### src/rtl/add_seq_fsm.sv
// add_seq_fsm: bit-serial add/subtract word-line sequencer for the compute-in-memory array
module add_seq_fsm #(
  parameter int ROWS = 16,
  parameter int AW = $clog2(ROWS),
  parameter int MAX_BITS = 8,
  parameter int NW = $clog2(MAX_BITS + 1)
) (
  input  logic            clk,
  input  logic            rst_n,
  input  logic            start,
  input  logic            sub,
  input  logic            keep_carry,
  input  logic [NW-1:0]   nbits,
  input  logic [AW-1:0]   a_base,
  input  logic [AW-1:0]   b_base,
  input  logic [AW-1:0]   p_base,
  output logic [ROWS-1:0] RWLv1,
  output logic [ROWS-1:0] RWLv2,
  output logic [ROWS-1:0] WWLp,
  output logic            CLR,
  output logic            CIN,
  output logic            C_EN,
  output logic            INV_B,
  output logic            busy,
  output logic            DONE,
  output logic            err
);
  localparam int SW = AW + NW + 1;
  typedef enum logic [2:0] {S_IDLE, S_CLR, S_READ, S_WRITE, S_CARRY, S_DONE, S_ERR} state_t;
  state_t state, state_n;
  logic [NW-1:0] i_r, i_n, nb_r, nb_n;
  logic [AW-1:0] a_r, a_n, b_r, b_n, p_r, p_n;
  logic sub_r, sub_n, kc_r, kc_n, legal, last, rd;
  logic [ROWS-1:0] rwl1_n, rwl2_n, wwl_n;
  logic clr_n, cin_n, cen_n, invb_n, busy_n, done_n, err_n;
  function automatic logic [ROWS-1:0] onehot(input logic [SW-1:0] idx);
    return ROWS'(1) << idx;
  endfunction
  // request range check on the live inputs, widened so base+nbits never wraps
  always_comb begin
    legal = nbits != '0 && nbits <= NW'(MAX_BITS)
         && SW'(a_base) + SW'(nbits) <= SW'(ROWS)
         && SW'(b_base) + SW'(nbits) <= SW'(ROWS)
         && SW'(p_base) + SW'(nbits) + SW'(keep_carry) <= SW'(ROWS);
  end
  // next state, bit counter and operand capture
  always_comb begin
    state_n = state;
    i_n = i_r;
    nb_n = nb_r;
    a_n = a_r;
    b_n = b_r;
    p_n = p_r;
    sub_n = sub_r;
    kc_n = kc_r;
    last = i_r == nb_r - NW'(1);
    case (state)
      S_IDLE: if (start) begin
        state_n = legal ? S_CLR : S_ERR;
        i_n = '0;
        nb_n = nbits;
        a_n = a_base;
        b_n = b_base;
        p_n = p_base;
        sub_n = sub;
        kc_n = keep_carry;
      end
      S_CLR: begin
        state_n = S_READ;
        i_n = '0;
      end
      S_READ: state_n = S_WRITE;
      S_WRITE: begin
        state_n = last ? (kc_r ? S_CARRY : S_DONE) : S_READ;
        i_n = last ? i_r : i_r + NW'(1);
      end
      S_CARRY: state_n = S_DONE;
      default: state_n = S_IDLE;
    endcase
  end
  // outputs for the coming cycle, decoded from the next state so they can be registered
  always_comb begin
    rd = state_n == S_READ || state_n == S_WRITE;
    rwl1_n = rd ? onehot(SW'(a_n) + SW'(i_n)) : '0;
    rwl2_n = rd ? onehot(SW'(b_n) + SW'(i_n)) : '0;
    wwl_n = state_n == S_WRITE ? onehot(SW'(p_n) + SW'(i_n)) :
            state_n == S_CARRY ? onehot(SW'(p_n) + SW'(nb_n)) : '0;
    clr_n = state_n == S_CLR;
    cin_n = clr_n & sub_n;
    cen_n = state_n == S_WRITE;
    invb_n = sub_n & (state_n inside {S_CLR, S_READ, S_WRITE, S_CARRY});
    busy_n = state_n != S_IDLE;
    done_n = state_n == S_DONE || state_n == S_ERR;
    err_n = state_n == S_ERR;
  end
  // state, captured request and registered glitch-free outputs
  always_ff @(posedge clk) begin
    if (!rst_n) begin
      state <= S_IDLE;
      i_r <= '0;
      nb_r <= '0;
      a_r <= '0;
      b_r <= '0;
      p_r <= '0;
      sub_r <= 1'b0;
      kc_r <= 1'b0;
      RWLv1 <= '0;
      RWLv2 <= '0;
      WWLp <= '0;
      CLR <= 1'b0;
      CIN <= 1'b0;
      C_EN <= 1'b0;
      INV_B <= 1'b0;
      busy <= 1'b0;
      DONE <= 1'b0;
      err <= 1'b0;
    end else begin
      state <= state_n;
      i_r <= i_n;
      nb_r <= nb_n;
      a_r <= a_n;
      b_r <= b_n;
      p_r <= p_n;
      sub_r <= sub_n;
      kc_r <= kc_n;
      RWLv1 <= rwl1_n;
      RWLv2 <= rwl2_n;
      WWLp <= wwl_n;
      CLR <= clr_n;
      CIN <= cin_n;
      C_EN <= cen_n;
      INV_B <= invb_n;
      busy <= busy_n;
      DONE <= done_n;
      err <= err_n;
    end
  end
endmodule

### config.mk
export PLATFORM = sky130hd
export DESIGN_NAME = add_seq_fsm
export DESIGN_NICKNAME = d
export VERILOG_FILES = /design/src/rtl/add_seq_fsm.sv
export SDC_FILE = /design/constraint.sdc
export NUM_CORES = 1
export LEC_CHECK = 0
export CAP_MARGIN = 20
export CORE_UTILIZATION = 54
export CTS_BUF_LIST = sky130_fd_sc_hd__clkbuf_4 sky130_fd_sc_hd__clkbuf_8
export DETAILED_ROUTE_END_ITERATION = 7
export PLACE_DENSITY = 0.82
export SLEW_MARGIN = 20
export SYNTH_ARGS = -nofsm -noshare
export SYNTH_HDL_FRONTEND = slang
export SYNTH_SLANG_ARGS = --single-unit
export TNS_END_PERCENT = 5
### constraint.sdc
create_clock -name clk -period 3.69 [get_ports clk]
set_clock_uncertainty 0.05 [all_clocks]
set_input_delay 0.5535 -clock clk [delete_from_list [all_inputs] [get_ports clk]]
set_output_delay 0.5535 -clock clk [all_outputs]
set_load 0.1 [all_outputs]
== Word level (Yosys, flattened, before mapping) ==
Cells that the tools add are included.

* Register bits: 80
* Latch bits: 0
* Memory bits (writable): 0
* ROM bits: 0
* Input port bits: 21
* Output and inout port bits: 55
* Logic and storage cells: 81
* Memories kept: 0

* Add/sub/neg operators: 10
* $mul: 0
* Divide/modulo/power cells: 0
* $lt $le $gt $ge: 4
* Eq/ne operators: 11
* Shifts and indexed selects: 4
* Multiplexer cells: 20
* Bitwise gates (word level): 2
* Reductions and logical operators: 12

{| class="wikitable"
|+ Operators by type and width
! operator !! number
|-
| $shl A1 B5 Y16 const A || 4
|-
| $mux W4 || 10
|-
| $add A4 B4 Y5 || 7
|-
| $mux W16 || 2
|-
| $pmux W3 S5 || 1
|-
| $eq A3 B2 Y1 const B || 4
|-
| $eq A3 B3 Y1 const B || 4
|-
| $pmux W4 S3 || 1
|-
| $le A5 B5 Y1 const B || 2
|-
| $mux W3 || 3
|-
| $reduce_bool A4 Y1 || 2
|-
| $add A5 B1 Y6 || 1
|-
| $eq A3 B1 Y1 const B || 2
|-
| $le A6 B5 Y1 const B || 1
|-
| $add A4 B1 Y4 const B || 1
|-
| $eq A4 B4 Y1 || 1
|-
| $le A4 B4 Y1 const B || 1
|-
| $logic_and A1 B1 Y1 || 4
|-
| $reduce_and A2 Y1 || 2
|-
| $sub A4 B1 Y4 const B || 1
|-
| $logic_not A3 Y1 || 1
|-
| $mux W1 || 3
|-
| $reduce_bool A3 Y1 || 1
|-
| $and A1 B1 Y1 || 2
|-
| $logic_or A1 B1 Y1 || 2
|}

== Longest topological paths before layout ==
* Depth after elaboration: 11
* Mapped depth: 17
* Mapped depth without buffers: 17

== Worst setup path before layout ==
OpenSTA, ideal clock, no wires.

* Path type: reg-to-reg
* Start point: register nb_r[0]
* End point: register WWLp[4]
* Setup time: 0.076 ns
* Arrival time: 3.134 ns
* Data required time: 3.564 ns
* Setup slack: 0.430 ns
* Stages on the path, launching flop included: 15
* Buffers on the path: 0
* Clock period less this slack: 3.260 ns
* Cells stage by stage: dfxtp_1 inv_1 ha_1 xor2_1 xnor2_1 nand4_2 and2_1 a22oi_1 inv_1 ha_1 a21o_1 a21oi_1 xor2_1 nand2b_1 o22ai_1

* Word-level cells in the longest chain between the ends: 7
* Elaborated cells on any way between the ends: 16
* Those cells by class: add/sub (3); eq/ne (3); shift (2); mux (8)

{| class="wikitable"
|+ Ends and longest elaborated chain
! what !! line !! RTL
|-
| from (decl) || 31 || <nowiki>logic [NW-1:0] i_r, i_n, nb_r, nb_n;</nowiki>
|-
| from (signal assigned) || 120 || <nowiki>nb_r <= nb_n;</nowiki>
|-
| $sub A4 B1 Y4 || 56 || <nowiki>last = i_r == nb_r - NW'(1);</nowiki>
|-
| $eq A4 B4 Y1 || 56 ||
|-
| $mux W4 || 75 || <nowiki>i_n = last ? i_r : i_r + NW'(1);</nowiki>
|-
| $pmux W4 S3 || 57 || <nowiki>case (state)</nowiki>
|-
| net i_n[1] || 31 ||
|-
| $add A4 B4 Y5 || 86 || <nowiki>wwl_n = state_n == S_WRITE ? onehot(SW'(p_n) + SW'(i_n)) :</nowiki>
|-
| $shl A1 B5 Y16 || 37 || <nowiki>return ROWS'(1) << idx;</nowiki>
|-
| $mux W16 || 86 ||
|-
| to (signal assigned) || 128 || <nowiki>WWLp <= wwl_n;</nowiki>
|-
| to (decl) || 19 || <nowiki>output logic [ROWS-1:0] WWLp,</nowiki>
|}

The timed path passes the listed nets, and every way through them passes these cells.
A chain may end at the register's enable or synchronous reset.

== Worst setup path after layout ==
* Start point: register nb_r[0]
* End point: register RWLv1[1]

* Elaborated cells on any way between the ends: 12
* Those cells by class: add/sub (2); eq/ne (3); shift (1); mux (4); reduce/logical (2)

{| class="wikitable"
|+ RTL lines
! what !! line !! RTL
|-
| $sub A4 B1 Y4 || 56 ||
|-
| $eq A4 B4 Y1 || 56 ||
|-
| $mux W4 || 75 ||
|-
| $pmux W4 S3 || 57 ||
|-
| net i_n[0] || 31 ||
|-
| $add A4 B4 Y5 || 84 || <nowiki>rwl1_n = rd ? onehot(SW'(a_n) + SW'(i_n)) : '0;</nowiki>
|-
| $shl A1 B5 Y16 || 37 ||
|-
| to (signal assigned) || 126 || <nowiki>RWLv1 <= rwl1_n;</nowiki>
|-
| to (decl) || 17 || <nowiki>output logic [ROWS-1:0] RWLv1,</nowiki>
|}

The timed path passes the listed nets, and every way through them passes these cells.

==> summary.txt <==
Setup path
  – WP data required: 3.89 ns
  – Worst r2r path cells: 13
  – Setup CP Type: reg2reg
  – Setup crit start kind: flop
  – CP Max Fanout: 5
  – Critical path endpoint category: flop
  – Critical Path AT: 3.68 ns
  – Reg2reg start: nb_r[0]$_SDFF_PN0_
  – Critical R2R Capture: RWLv1[1]$_SDFF_PP0_
  – Worst reg2reg setup slack: 0.21 ns

Pwr
  – P per Cell Area: 648 mW/mm²
  – Max VDD drop: 0.398 mV
  – P_leak: 2.11 nW

STA
  – Relative slew slack: 0.336
  – Fin. Hold Viols: 0
  – Max-slew violations: 0
  – Final WS setup: 0.211 ns
  – Period utilisation layout: 0.943
  – Fmax achieved: 287 MHz
  – Fin crit period: 3.48 ns
  – Final setup viols: 0
  – Least-Margin Pin Slew: 0.992 ns
  – Setup TNS: 0 ns

Placement
  – DP Cell Count: 604
  – Placer Congestion: 0.905
  – Dpl hpwl: 6980 µm
  – Pre-CTS setup slack: 0.0425 ns
  – I/O Buffers: 75

Logic synthesis
  – Post-synth EDFFs: 0
  – Syn Inst Count: 435
  – Mapped Nets: 493
  – Syn Area/Cell: 8.98 µm²
  – Post-Syn Area: 0.00391 mm²
  – Seq cells post-synth: 80
  – Commonest cells post-synth: dfxtp_1 (80), nand2_1 (61), nor2_1 (36), ha_1 (29), inv_1 (23)
  – Yosys top cell by area: dfxtp_1
  – Primary FF master, synth: dfxtp_1
  – Post-synthesis sequential area ratio: 0.410
  – Share of the synthesized area in the top cell type: 0.410
  – YS warnings: 0
  – Synth top area cells: dfxtp_1 (41%), ha_1 (9.3%), nand2_1 (5.9%), fa_1 (4.1%), nor2_1 (3.5%)
  – Netlist cell types: 48
  – Ys async rst share: 0
  – Most common cell in the netlist: dfxtp_1

Floorplan
  – Core Area: 0.00691 mm²
  – Starting Density: 0.566
  – I/O pins: 76
  – Chip Height: 87.1 µm
  – FP Rows: 30
  – Die area: 0.00758 mm²
  – Die width: 87.1 µm

Min path
  – Hold Path Origin: kc_r$_SDFFE_PN0P_
  – Hold/Removal Path Class: reg2reg
  – Hold path cells: 2
  – WHS Endpoint: kc_r$_SDFFE_PN0P_

GRT
  – Vias in the first global route: 3225
  – Gr usage total: 0.252
  – Largest net degree at the start of global routing: 22
  – Grt total ovfl: 0
  – Initial antenna violation count: 0
  – First-pass GRT wire length: 14600 µm

Drt
  – Via density: 5.29
  – WL per Instance: 14.2 µm
  – DRT iter0 DRCs: 144
  – Total routed wirelength: 8860 µm
  – Post-DRT Antenna Nets: 0
  – Via count: 3290
  – Drt first pass iters: 4
  – Drc violations: 0

Clocking
  – Root buf cell: clkbuf_8
  – CTS clk-pin slew, worst paths: 0.09 ns
  – H-Tree Depth: 3
  – CTS tree: built
  – Hold_buf cts: 0
  – Worst skew pair latency: 0.36 ns
  – Clock tree buffer depth: 2
  – CTS buffer count: 9
  – CTS Sinks: 80

Cells and area
  – Nets: 579
  – Layout cell share with drive strength beyond 1: 0.0817
  – Antenna diode count: 0
  – Filler instances: 571
  – Non-filler cells, final: 622
  – Area Growth Syn to Fin: 28.6%

Run
  – MaxCap Viol Count: 0

Outcome
  – Outcome: complete, no violations
==> worst max-delay path by stage <==
stage                                  start                   end  slack (ns)  cells past startpoint
after CTS                 nb_r[0]$_SDFF_PN0_   RWLv1[0]$_SDFF_PP0_         0.1                     13
after global placement                 start   RWLv2[8]$_SDFF_PP0_        0.12                     11
after global routing      nb_r[0]$_SDFF_PN0_   WWLp[10]$_SDFF_PN0_       -0.03                     14
final                     nb_r[0]$_SDFF_PN0_   RWLv1[1]$_SDFF_PP0_        0.21                     13
after floorplan           nb_r[0]$_SDFF_PN0_    WWLp[4]$_SDFF_PN0_        0.43                     14
after detailed placement               start  RWLv2[10]$_SDFF_PP0_        0.04                     11
==> critical path, stage by stage, from the launching register on <==
cell	delay [ns]
dfxtp_1	0.38
inv_1	0.07
ha_1	0.20
xor2_1	0.15
xnor2_1	0.18
nand4_2	0.16
and2_1	0.20
mux2_2	0.32
ha_1	0.23
fa_1	0.44
xnor2_1	0.25
a21oi_1	0.12
or3_1	0.39
nor4_1	0.24
==> sequential cells by signal, indices dropped and copies added (netlist names) <==
| name | count |
|---|---|
| RWLv1 | 16 |
| RWLv2 | 16 |
| WWLp | 16 |
| a_r | 4 |
| b_r | 4 |
| i_r | 4 |
| nb_r | 4 |
| p_r | 4 |
| state | 3 |
| CIN | 1 |
| CLR | 1 |
| C_EN | 1 |
| DONE | 1 |
| INV_B | 1 |
| busy | 1 |
| err | 1 |
| kc_r | 1 |
| sub_r | 1 |
==> per-stage QoR <==
stage | hold slack, ns | util | cell area, µm² | total power, mW
global route | 0.469 | 0.728 | 5030 | 3.43
global placement | 0.430 | 0.697 | 4810 | 2.62
finish | 0.459 | 0.728 | 5030 | 3.26
floorplan | 0.387 | - | 3910 | 2.29
detailed placement | 0.440 | 0.697 | 4810 | 2.65
CTS | 0.452 | 0.724 | 5000 | 3.25
==> layout by cell type, fill, tap and decap left out, types with 12 or more instances in the layout <==
cell,netlist,routed
dfxtp_1,80,80
clkdlybuf4s50_1,0,75
nand2_1,61,61
nor2_1,36,36
ha_1,29,29
inv_1,23,23
and2_1,17,17
nor3_1,15,15
xnor2_1,14,14
a21oi_1,14,14
o22ai_1,12,12
==> cell families (layout without fill, tap and decap cells) <==
family                   Yosys count  after routing  share of synthesized area
buffers and inverters             35            126                     0.0375
AND/OR/NAND/NOR                  188            188                      0.240
flip-flops                        80             80                      0.410
multiplexers                       6              6                     0.0160
adder cells (fa/ha/maj)           37             37                      0.134
XOR/XNOR                          24             24                     0.0538
AO/OA/AOI/OAI                     65             65                      0.109
==> area by class of cell <==
cell class | count | area (µm²) | share of cell area
multi-input combinational | 320 | 2180 | 0.433
timing repair buffer | 87 | 853 | 0.170
inverter | 23 | 86.3 | 0.0172
tap | 96 | 120 | 0.0239
clock buffer | 10 | 138 | 0.0274
sequential | 80 | 1600 | 0.319
clock inverter | 6 | 48.8 | 0.00971
==> per-layer routing <==
metal,global-route usage,part of all wire,vias to the layer above
li1,-,-,1668
met1,0.278,0.42,1519
met2,0.472,0.52,86
met3,0.0408,0.035,17
met4,0.112,0.023,0
met5,0,0,-
==> report_power, final <==
part | total [mW] | switching (mW) | internal [mW]
Sequential | 1.04 | 0.0648 | 0.971
Combinational | 1.61 | 1.10 | 0.513
Clock | 0.608 | 0.338 | 0.271
Total | 3.26 | 1.50 | 1.75
==> timing repair <==
item / CTS / global route
hold endpoints to repair: 0 / 0
buffers inserted: 0 / 2
setup endpoints to repair: 0 / 8
resized for setup: 0 / 2
(Power assumes the default switching activity.)
==> RTL edit (config.mk and constraints unchanged) <==
Remove the register `RWLv1`: a continuous assignment takes its place, so the output `RWLv1` follows one clock earlier.
--- a/src/rtl/add_seq_fsm.sv
+++ b/src/rtl/add_seq_fsm.sv
@@ -105,5 +105,4 @@
       sub_r <= 1'b0;
       kc_r <= 1'b0;
-      RWLv1 <= '0;
       RWLv2 <= '0;
       WWLp <= '0;
@@ -124,5 +123,4 @@
       sub_r <= sub_n;
       kc_r <= kc_n;
-      RWLv1 <= rwl1_n;
       RWLv2 <= rwl2_n;
       WWLp <= wwl_n;
@@ -136,4 +134,6 @@
     end
   end
+
+  assign RWLv1 = rwl1_n;
 endmodule
 
Formal check against the unedited RTL: not equivalent (a bounded check fails within 4 cycles, from zero or initial values and one cycle with rst_n low).
==> RTL edit against the original RTL <==
- the flow now finishes with violations (negative setup slack)
- synthesized cell count shrank 11%
- cell area grew 2.6%
- setup slack lost 0.46 ns
- sequential cell count shrank 16
- critical path depth shrank 1
- wire length grew 4.6%
- count of clock-buffer cells in the layout is the same
- area after synthesis shrank 10%
- power shrank 25%
- critical path type is now input port to primary output
==> RTL edit: results (changes against the original RTL) <==
[pwr]
p_leak_nw=2.12  ; was 2.11 nW
irDropWorstVdd_mv=0.421  ; was 0.398 mV

[worst_setup_path]
critPathLaunch=start  ; was nb_r[0]
crit_fanout=4  ; was 5
cpMaxStageDelayCell=clkdlybuf4s50_1  ; was fa_1
timing.rr.start=nb_r[1]  ; was nb_r[0]
crit_arrival_ns=3.34  ; was 3.68 ns
crit_end=RWLv1[7]  ; was RWLv1[1]
cpPeakStageDelay_ns=0.49  ; was 0.44 ns
rrSetupSlack_ns=0.34  ; was 0.21 ns
r2r-end=RWLv2[12]  ; was RWLv1[1]
reg2reg_depth=14  ; was 13

[global_routing]
met1_usage_pct=32.8  ; was 27.8%
globalRouteMet3Util_pct=7.14  ; was 4.08%
grtUsageTotal_pct=28.7  ; was 25.2%
grtUsageMet2_pct=51.7  ; was 47.2%
grt_start_max_net_pins=37  ; was 22
grt_pass1_vias=3078  ; was 3225

[synthesis]
ys_types=44  ; was 48
synth.mux.area_fraction_pct=5.30  ; was 1.60%
seq_area_frac_synth_pct=36.4  ; was 41.0%
ys_top_cells_by_count=dfxtp_1, nor2_1, ha_1  ; was dfxtp_1, nand2_1, nor2_1
synth-compound-area-share_pct=11.8  ; was 10.9%
synthTopCellsByArea=dfxtp_1, ha_1, fa_1  ; was dfxtp_1, ha_1, nand2_1
syn_nets=443  ; was 493
synth_fa_ha_area_share_pct=14.9  ; was 13.4%
synth-xor-area-share_pct=5.98  ; was 5.38%
postSynthCellCount=385  ; was 435

[sta]
setup_ws_ns=-0.252  ; was 0.211 ns
setup_viol=16  ; was 0
max_slew_margin_pct=33.6  ; about the same

[route]
drt_pass1_iterations=7  ; was 4
met1Wirelength_um=3680  ; was 3760 um
drt-initial-drc-count=209  ; was 144
routed_via_density=5.64  ; was 5.29
wl_met2_um=4820  ; was 4580 um
routed_wl_um=9270  ; was 8860 um

[clocking]
cts_resized=13  ; was 0
cts_setup_buffers=3  ; was 0
worstSkewPairLatency_ns=0.34  ; was 0.36 ns
cts.htree.levels=3  ; unchanged
clkTransAtPathRegs_ns=0.07  ; was 0.09 ns

[cells_and_area]
n_antenna_cell=0  ; unchanged
final_cells=570  ; was 622
nets=546  ; was 579
drive_above_1_share_pct=23.1  ; was 8.17%

[worst_hold_path]
hold_class=flop to flop  ; unchanged
min_from=sub_r  ; was kc_r

[run_status]
failed_checks=negative setup slack
status=complete, but fails checks  ; was complete, no violations

[placement]
gp_congestion=0.881  ; was 0.905
dp_hpwl_um=6920  ; was 6980 um

-- RTL edit: through the flow --
step	cell area, um2	total power [mW]	hold slack (ns)	setup slack [ns]	TNS (ns)
6_report	5160	2.45	0.509	-0.252	-2.67
5_1_grt	5160	2.56	0.539	-0.410	-5.26
4_1_cts	5160	2.45	0.522	-0.256	-2.67
3_5_place_dp	4870	1.79	0.517	-0.252	-3.71
3_3_place_gp	4870	1.76	0.479	-0.227	-2.93
2_1_floorplan	3730	1.52	0.454	-0.0838	-0.535
-- RTL edit: cell type report --
type | count | area, um2 | area share, %
repair buffers | 102 | 1120 | 21.8
flip-flops and latches | 64 | 1280 | 24.9
inverters | 18 | 67.6 | 1.31
clock buffers | 10 | 138 | 2.67
well taps | 77 | 96.3 | 1.87
clock inverters | 6 | 66.3 | 1.29
multi-input cells | 293 | 2380 | 46.1
-- RTL edit: report_power, final --
group	switching, mW	leakage (nW)	internal, mW
Sequential	0.0378	0.521	0.739
Combinational	0.649	1.50	0.399
Clock	0.294	0.0949	0.331
